[config.mk]
export PLATFORM = sky130hd
export DESIGN_NAME = alu_mc
export DESIGN_NICKNAME = d
export VERILOG_FILES = /design/src/rtl/alu_mc_pkg.sv /design/src/rtl/alu_seq_muldiv.sv /design/src/rtl/alu_mc.sv
export SDC_FILE = /design/constraint.sdc
export NUM_CORES = 1
export LEC_CHECK = 0
export CORE_UTILIZATION = 40
export CTS_CLUSTER_DIAMETER = 30
export CTS_CLUSTER_SIZE = 40
export DETAILED_ROUTE_END_ITERATION = 6
export DONT_BUFFER_PORTS = 1
export GPL_ROUTABILITY_DRIVEN = 0
export HOLD_SLACK_MARGIN = 0.02
export SETUP_SLACK_MARGIN = 0.5
export SLEW_MARGIN = 15
export SYNTH_ARGS = -nofsm -noshare
export SYNTH_HDL_FRONTEND = slang
export SYNTH_SLANG_ARGS = --single-unit
[constraint.sdc]
create_clock -name clk -period 5.4 [get_ports clk]
set_input_delay 0.54 -clock clk [delete_from_list [all_inputs] [get_ports clk]]
set_output_delay 0.54 -clock clk [all_outputs]
set_load 0.005 [all_outputs]
[src/rtl/alu_mc_pkg.sv]
// rtl/alu_mc_pkg.sv - control codes, FSM state type and op classification for alu_mc.
package alu_mc_pkg;

  localparam logic [3:0] CTL_AND   = 4'b0000;
  localparam logic [3:0] CTL_OR    = 4'b0001;
  localparam logic [3:0] CTL_ADD   = 4'b0010;
  localparam logic [3:0] CTL_SLL   = 4'b0011;
  localparam logic [3:0] CTL_SRL   = 4'b0100;
  localparam logic [3:0] CTL_SRA   = 4'b0101;
  localparam logic [3:0] CTL_SUB   = 4'b0110;
  localparam logic [3:0] CTL_SLT   = 4'b0111;
  localparam logic [3:0] CTL_MUL   = 4'b1000;
  localparam logic [3:0] CTL_MULHU = 4'b1001;
  localparam logic [3:0] CTL_DIVU  = 4'b1010;
  localparam logic [3:0] CTL_REMU  = 4'b1011;
  localparam logic [3:0] CTL_NOR   = 4'b1100;
  localparam logic [3:0] CTL_XOR   = 4'b1101;
  localparam logic [3:0] CTL_SLTU  = 4'b1110;
  localparam logic [3:0] CTL_RSVD  = 4'b1111;

  typedef enum logic [1:0] {
    S_IDLE,
    S_MUL,
    S_DIV,
    S_DONE
  } state_e;

  // Codes 10xx go to the iterative engine; bit 1 selects divide over multiply.
  function automatic logic is_multicycle(input logic [3:0] c);
    return c[3:2] == 2'b10;
  endfunction

endpackage

[src/rtl/alu_seq_muldiv.sv]
// rtl/alu_seq_muldiv.sv - iterative shift-add multiplier / restoring divider, one bit per cycle.
module alu_seq_muldiv
  import alu_mc_pkg::*;
#(
  parameter int WIDTH = 32
) (
  input  logic             clk,
  input  logic             rst,
  input  logic             start_i,
  input  logic             op_i,
  input  logic [WIDTH-1:0] a_i,
  input  logic [WIDTH-1:0] b_i,
  output logic             done_o,
  output logic [WIDTH-1:0] hi_o,
  output logic [WIDTH-1:0] lo_o,
  output logic [WIDTH-1:0] quotient_o,
  output logic [WIDTH-1:0] remainder_o
);

  localparam int CW = $clog2(WIDTH) + 1;
  localparam logic [CW-1:0] LAST = CW'(WIDTH - 1);

  logic             busy_q;
  logic             div_q;
  logic [CW-1:0]    cnt_q;
  logic [WIDTH-1:0] opnd_q;
  logic [WIDTH-1:0] hi_q;
  logic [WIDTH-1:0] lo_q;

  logic [WIDTH:0]   mul_sum;
  logic [WIDTH-1:0] mul_hi_d;
  logic [WIDTH-1:0] mul_lo_d;
  logic [WIDTH:0]   div_shift;
  logic [WIDTH:0]   div_diff;
  logic             div_ge;
  logic [WIDTH-1:0] div_r_d;
  logic [WIDTH-1:0] div_q_d;

  // hi_q/lo_q hold {partial product, multiplier} or {remainder, dividend/quotient}.
  always_comb begin
    mul_sum   = {1'b0, hi_q} + (lo_q[0] ? {1'b0, opnd_q} : '0);
    mul_hi_d  = mul_sum[WIDTH:1];
    mul_lo_d  = {mul_sum[0], lo_q[WIDTH-1:1]};
    div_shift = {hi_q, lo_q[WIDTH-1]};
    div_diff  = div_shift - {1'b0, opnd_q};
    div_ge    = div_shift >= {1'b0, opnd_q};
    div_r_d   = div_ge ? div_diff[WIDTH-1:0] : div_shift[WIDTH-1:0];
    div_q_d   = {lo_q[WIDTH-2:0], div_ge};
  end

  assign done_o      = busy_q && (cnt_q == LAST);
  assign hi_o        = mul_hi_d;
  assign lo_o        = mul_lo_d;
  assign quotient_o  = div_q_d;
  assign remainder_o = div_r_d;

  always_ff @(posedge clk) begin
    if (rst) begin
      busy_q <= 1'b0;
      div_q  <= 1'b0;
      cnt_q  <= '0;
      opnd_q <= '0;
      hi_q   <= '0;
      lo_q   <= '0;
    end else if (start_i) begin
      busy_q <= 1'b1;
      div_q  <= op_i;
      cnt_q  <= '0;
      opnd_q <= op_i ? b_i : a_i;
      hi_q   <= '0;
      lo_q   <= op_i ? a_i : b_i;
    end else if (busy_q) begin
      hi_q  <= div_q ? div_r_d : mul_hi_d;
      lo_q  <= div_q ? div_q_d : mul_lo_d;
      cnt_q <= cnt_q + 1'b1;
      if (done_o) busy_q <= 1'b0;
    end
  end

endmodule

[src/rtl/alu_mc.sv]
// rtl/alu_mc.sv - multi-cycle ALU: single-cycle ops inline, mul/div via iterative engine, valid/ready handshake.
module alu_mc
  import alu_mc_pkg::*;
#(
  parameter int WIDTH = 32
) (
  input  logic             clk,
  input  logic             rst,
  input  logic             in_valid,
  output logic             in_ready,
  input  logic [3:0]       ctl,
  input  logic [WIDTH-1:0] a,
  input  logic [WIDTH-1:0] b,
  output logic             out_valid,
  input  logic             out_ready,
  output logic [WIDTH-1:0] out,
  output logic             zero,
  output logic             oflow
);

  localparam int SHAMT_W = $clog2(WIDTH);

  state_e           state_q;
  logic [3:0]       ctl_q;
  logic [WIDTH-1:0] out_q;
  logic             zero_q;
  logic             oflow_q;

  logic [WIDTH-1:0] sum;
  logic [WIDTH-1:0] diff;
  logic             add_ov;
  logic             sub_ov;
  logic [SHAMT_W-1:0] shamt;
  logic [WIDTH-1:0] alu_res;
  logic             alu_ov;
  logic [WIDTH-1:0] md_res;

  logic             md_start;
  logic             md_done;
  logic [WIDTH-1:0] md_hi;
  logic [WIDTH-1:0] md_lo;
  logic [WIDTH-1:0] md_quo;
  logic [WIDTH-1:0] md_rem;

  assign in_ready  = (state_q == S_IDLE);
  assign out_valid = (state_q == S_DONE);
  assign out       = out_q;
  assign zero      = zero_q;
  assign oflow     = oflow_q;

  assign md_start = in_valid && (state_q == S_IDLE) && is_multicycle(ctl);

  always_comb begin
    sum     = a + b;
    diff    = a - b;
    add_ov  = (a[WIDTH-1] == b[WIDTH-1]) && (sum[WIDTH-1] != a[WIDTH-1]);
    sub_ov  = (a[WIDTH-1] != b[WIDTH-1]) && (diff[WIDTH-1] != a[WIDTH-1]);
    shamt   = b[SHAMT_W-1:0];
    alu_res = '0;
    alu_ov  = 1'b0;
    case (ctl)
      CTL_ADD: begin alu_res = sum;  alu_ov = add_ov; end
      CTL_SUB: begin alu_res = diff; alu_ov = sub_ov; end
      CTL_AND:  alu_res = a & b;
      CTL_OR:   alu_res = a | b;
      CTL_NOR:  alu_res = ~(a | b);
      CTL_XOR:  alu_res = a ^ b;
      CTL_SLT:  alu_res = {{(WIDTH-1){1'b0}}, diff[WIDTH-1] ^ sub_ov};
      CTL_SLTU: alu_res = {{(WIDTH-1){1'b0}}, a < b};
      CTL_SLL:  alu_res = a << shamt;
      CTL_SRL:  alu_res = a >> shamt;
      CTL_SRA:  alu_res = WIDTH'($signed(a) >>> shamt);
      default:  alu_res = '0;
    endcase
  end

  always_comb begin
    case (ctl_q)
      CTL_MUL:   md_res = md_lo;
      CTL_MULHU: md_res = md_hi;
      CTL_DIVU:  md_res = md_quo;
      default:   md_res = md_rem;
    endcase
  end

  alu_seq_muldiv #(.WIDTH(WIDTH)) u_muldiv (
    .clk         (clk),
    .rst         (rst),
    .start_i     (md_start),
    .op_i        (ctl[1]),
    .a_i         (a),
    .b_i         (b),
    .done_o      (md_done),
    .hi_o        (md_hi),
    .lo_o        (md_lo),
    .quotient_o  (md_quo),
    .remainder_o (md_rem)
  );

  always_ff @(posedge clk) begin
    if (rst) begin
      state_q <= S_IDLE;
      ctl_q   <= '0;
      out_q   <= '0;
      zero_q  <= 1'b0;
      oflow_q <= 1'b0;
    end else begin
      case (state_q)
        S_IDLE: if (in_valid) begin
          ctl_q <= ctl;
          if (is_multicycle(ctl)) begin
            state_q <= ctl[1] ? S_DIV : S_MUL;
          end else begin
            out_q   <= alu_res;
            zero_q  <= (alu_res == '0);
            oflow_q <= alu_ov;
            state_q <= S_DONE;
          end
        end
        S_MUL, S_DIV: if (md_done) begin
          out_q   <= md_res;
          zero_q  <= (md_res == '0);
          oflow_q <= 1'b0;
          state_q <= S_DONE;
        end
        default: if (out_ready) state_q <= S_IDLE;
      endcase
    end
  end

endmodule

==> summary.txt, run 1 <==
Worst-Skew Late Latency: 0.46 ns
Top sig layer: met5
Worst hold slack: 0.149 ns
I/O pin count: 108
Setup crit end kind: flip-flop
Hold WC Path Type: input port to flip-flop
Rel. slew slack: 24.6%
Initial DRC count: 3,801
DR vias: 24,600
Yosys top cell area share: 13.1%
CTS Sinks: 144
R2r worst-path depth: 14
Final setup fails: 0
Synth Instances: 3,012
Total power: 6.86 mW
Crit-path max FO: 81
Clock-pin slew on the worst setup and hold paths: 0.07 ns
Sum Neg Setup Slack: 0 ns
Total track usage: 34.1%
Root Driver: clkbuf_16
First-pass GRT wire length: 145 mm
Dpl hpwl: 75.2 mm
Power per cell area: 297 nW/µm²
Rows: 85
Die area: 56,000 µm²
RSZ-0062 raised after global routing: no
CTS H-tree lvls: 4
Top post-synthesis cells by area: dfxtp_1 (13%), ha_1 (9.8%), mux2i_1 (8.5%)
Peak VDD IR: 0.278 mV
Synth top cells by count: nor2_1 (381), a21oi_1 (245), nand2_1 (210)
CP Data Required Time: 5.77 ns
Fraction of layout instances using a drive strength above 1: 8.69%
Mean area per synthesized cell: 7.31 µm²
Hold-critical path depth: 1
Unique masters post-synth: 95
Yosys reg bits: 144
CTS Hold Bufs: 0
CORE AREA: 54,100 µm²
Detailed-router iteration count before antenna repair: 7
Final Hold Fails: 0
Max_cap viols: 0
Number of fill cells: 5,435
CTS tree: done
Met2 WL: 41.0 mm
Vias in the first global route: 22,700
Die width: 237 µm
Vias per cell: 6.88
Die H: 237 µm
Dominant cell type by area after synthesis: dfxtp_1
Fmax: 211 MHz
Sequential area share after synthesis: 13.1%
Top-count cell post-synth: nor2_1
Largest net degree at the start of global routing: 110
Post-DRT Antenna Nets: 0
Post-synth EDFFs: 0
Antenna violations before repair: 2
Synth Flop Type: dfxtp_1
Layout area overhead: 5.09%
Clk_skew: 0.0115 ns
Least-Margin Pin Slew: 1.13 ns
Clock buffer depth: 2
Pre-CTS WS: 0.112 ns
Final worst slack: 0.671 ns
Startpoint type of the worst setup path: input port
Kind of critical path: input port to flip-flop
Port bufs: 0
Final Max Slew Viols: 0
Leakage: 9.08 nW
Final WL: 98.4 mm
WL/cell: 27.5 µm
Met3 WL: 11.8 mm
Synth Warn #: 0
Metal1 wirelength: 37.4 mm
DRC viols: 14
Status: complete, but fails checks
Syn Std Cell Area: 22,000 µm²
Starting density of the core: 40.7%
Total CTS buffers: 17
Final Critical Period: 4.73 ns
NumNets Final: 3,114
Total gr overflow: 0
Final worst path period share: 87.6%
Failing checks: design-rule violations
Mapped Nets: 3,262
WP data arrival: 5.10 ns
Async set-reset flop share out of synthesis: 0%
-- registers in the layout, indices dropped and copies added (netlist names) --
signal / count
out: 32
u_muldiv.hi_q: 32
u_muldiv.lo_q: 32
u_muldiv.opnd_q: 32
u_muldiv.cnt_q: 6
ctl_q: 4
state_q: 2
oflow: 1
u_muldiv.busy_q: 1
u_muldiv.div_q: 1
zero: 1
-- report_power, final --
part | switching, mW | internal (mW) | total (mW) | leakage [nW]
Clock | 0.519 | 0.688 | 1.21 | 0.281
Combinational | 2.73 | 1.46 | 4.19 | 7.63
Sequential | 0.227 | 1.24 | 1.46 | 1.17
Total | 3.48 | 3.38 | 6.86 | 9.08
-- worst paths after layout --
kind | from | end | slack [ns]
worst min-delay path | rst | out[18] | 0.15
worst min register to register | out[23] | out[23] | 0.47
worst max-delay path | b[3] | zero | 0.67
worst max register to register | u_muldiv.lo_q[0] | out[28] | 0.73
-- metrics by stage --
| stage | utilization (%) | instance area (µm²) | std cells |
|---|---|---|---|
| 3_3_place_gp | 41.6 | 22500 | 3540 |
| 6_report | 42.7 | 23100 | 3573 |
| 5_1_grt | 42.7 | 23100 | 3572 |
| 3_5_place_dp | 41.6 | 22500 | 3540 |
| 4_1_cts | 42.6 | 23100 | 3571 |
| 2_1_floorplan | - | 22000 | 3012 |
-- cells in the final DEF (no fill, tap or decap), types with 17 or more instances in the layout --
cell	n
xor2_1	18
mux2_2	33
mux4_2	49
o221ai_1	18
o31ai_1	20
o21a_1	19
a211oi_1	170
a21oi_1	244
ha_1	173
and3_1	18
nand2_1	210
nand3_1	62
buf_4	77
a21o_1	43
nor2b_1	18
xnor2_1	46
a221oi_1	34
a31oi_1	33
a22oi_1	24
mux2i_1	186
dfxtp_1	143
o211ai_1	48
and2_1	48
inv_1	151
nor2_1	380
nand2b_1	25
or3_1	17
nor4_1	19
o21bai_1	18
o21ai_0	146
nor3_1	59
clkbuf_16	17
nand4_1	23
-- logic make-up after synthesis --
logic type,count (synthesis),synth area share [%]
compound gates,996,30.8
simple gates,955,20.3
buf+inv,401,7.36
mux,274,15.6
fa+ha+maj,178,10.3
flops,144,13.1
xor+xnor,64,2.55
-- metal layers --
layer | vias to the layer above | GRT usage [%]
met1 | 11500 | 42.4
li1 | 11000 | -
met2 | 1697 | 51.0
met5 | - | 0
met3 | 466 | 9.24
met4 | 2 | 23.4
-- cell type report --
cell class,count,area (µm²),area share [%]
inverters,157,596,2.58
clock inverters,13,155,0.671
multi-input cells,2467,17600,76.1
clock buffers,18,429,1.86
well taps,696,871,3.77
diodes,1,2.50,0.0108
repair buffers,77,578,2.50
flip-flops and latches,144,2890,12.5
-- critical path, cell delays in order --
cell      delay [ns]
inv_1           0.05
ha_1            0.36
inv_1           0.16
o311ai_1        0.12
buf_4           0.17
a211oi_2        0.32
buf_4           0.19
o21ai_2         0.10
a31oi_2         0.25
nor2_1          0.08
a21oi_1         0.20
a21oi_1         0.10
o21bai_1        0.16
fa_1            0.48
a22oi_1         0.17
nand4_1         0.15
a21oi_1         0.20
o221ai_1        0.18
or4b_2          0.69
nor4_1          0.19
a31oi_1         0.13
o31ai_1         0.08
-- repair_timing --
action,4_1_cts,5_1_grt
gates resized for setup,0,8
buffers inserted,0,1
setup endpoints to repair,0,1
No activity file was read; power rests on OpenSTA's default activity.
==> inputs of run 2 (changes only) <==
- ABC_CLOCK_PERIOD_IN_PS: default -> 5400
==> results of run 2 <==
Final layout, timing and power as in run 1 (identical DEF).
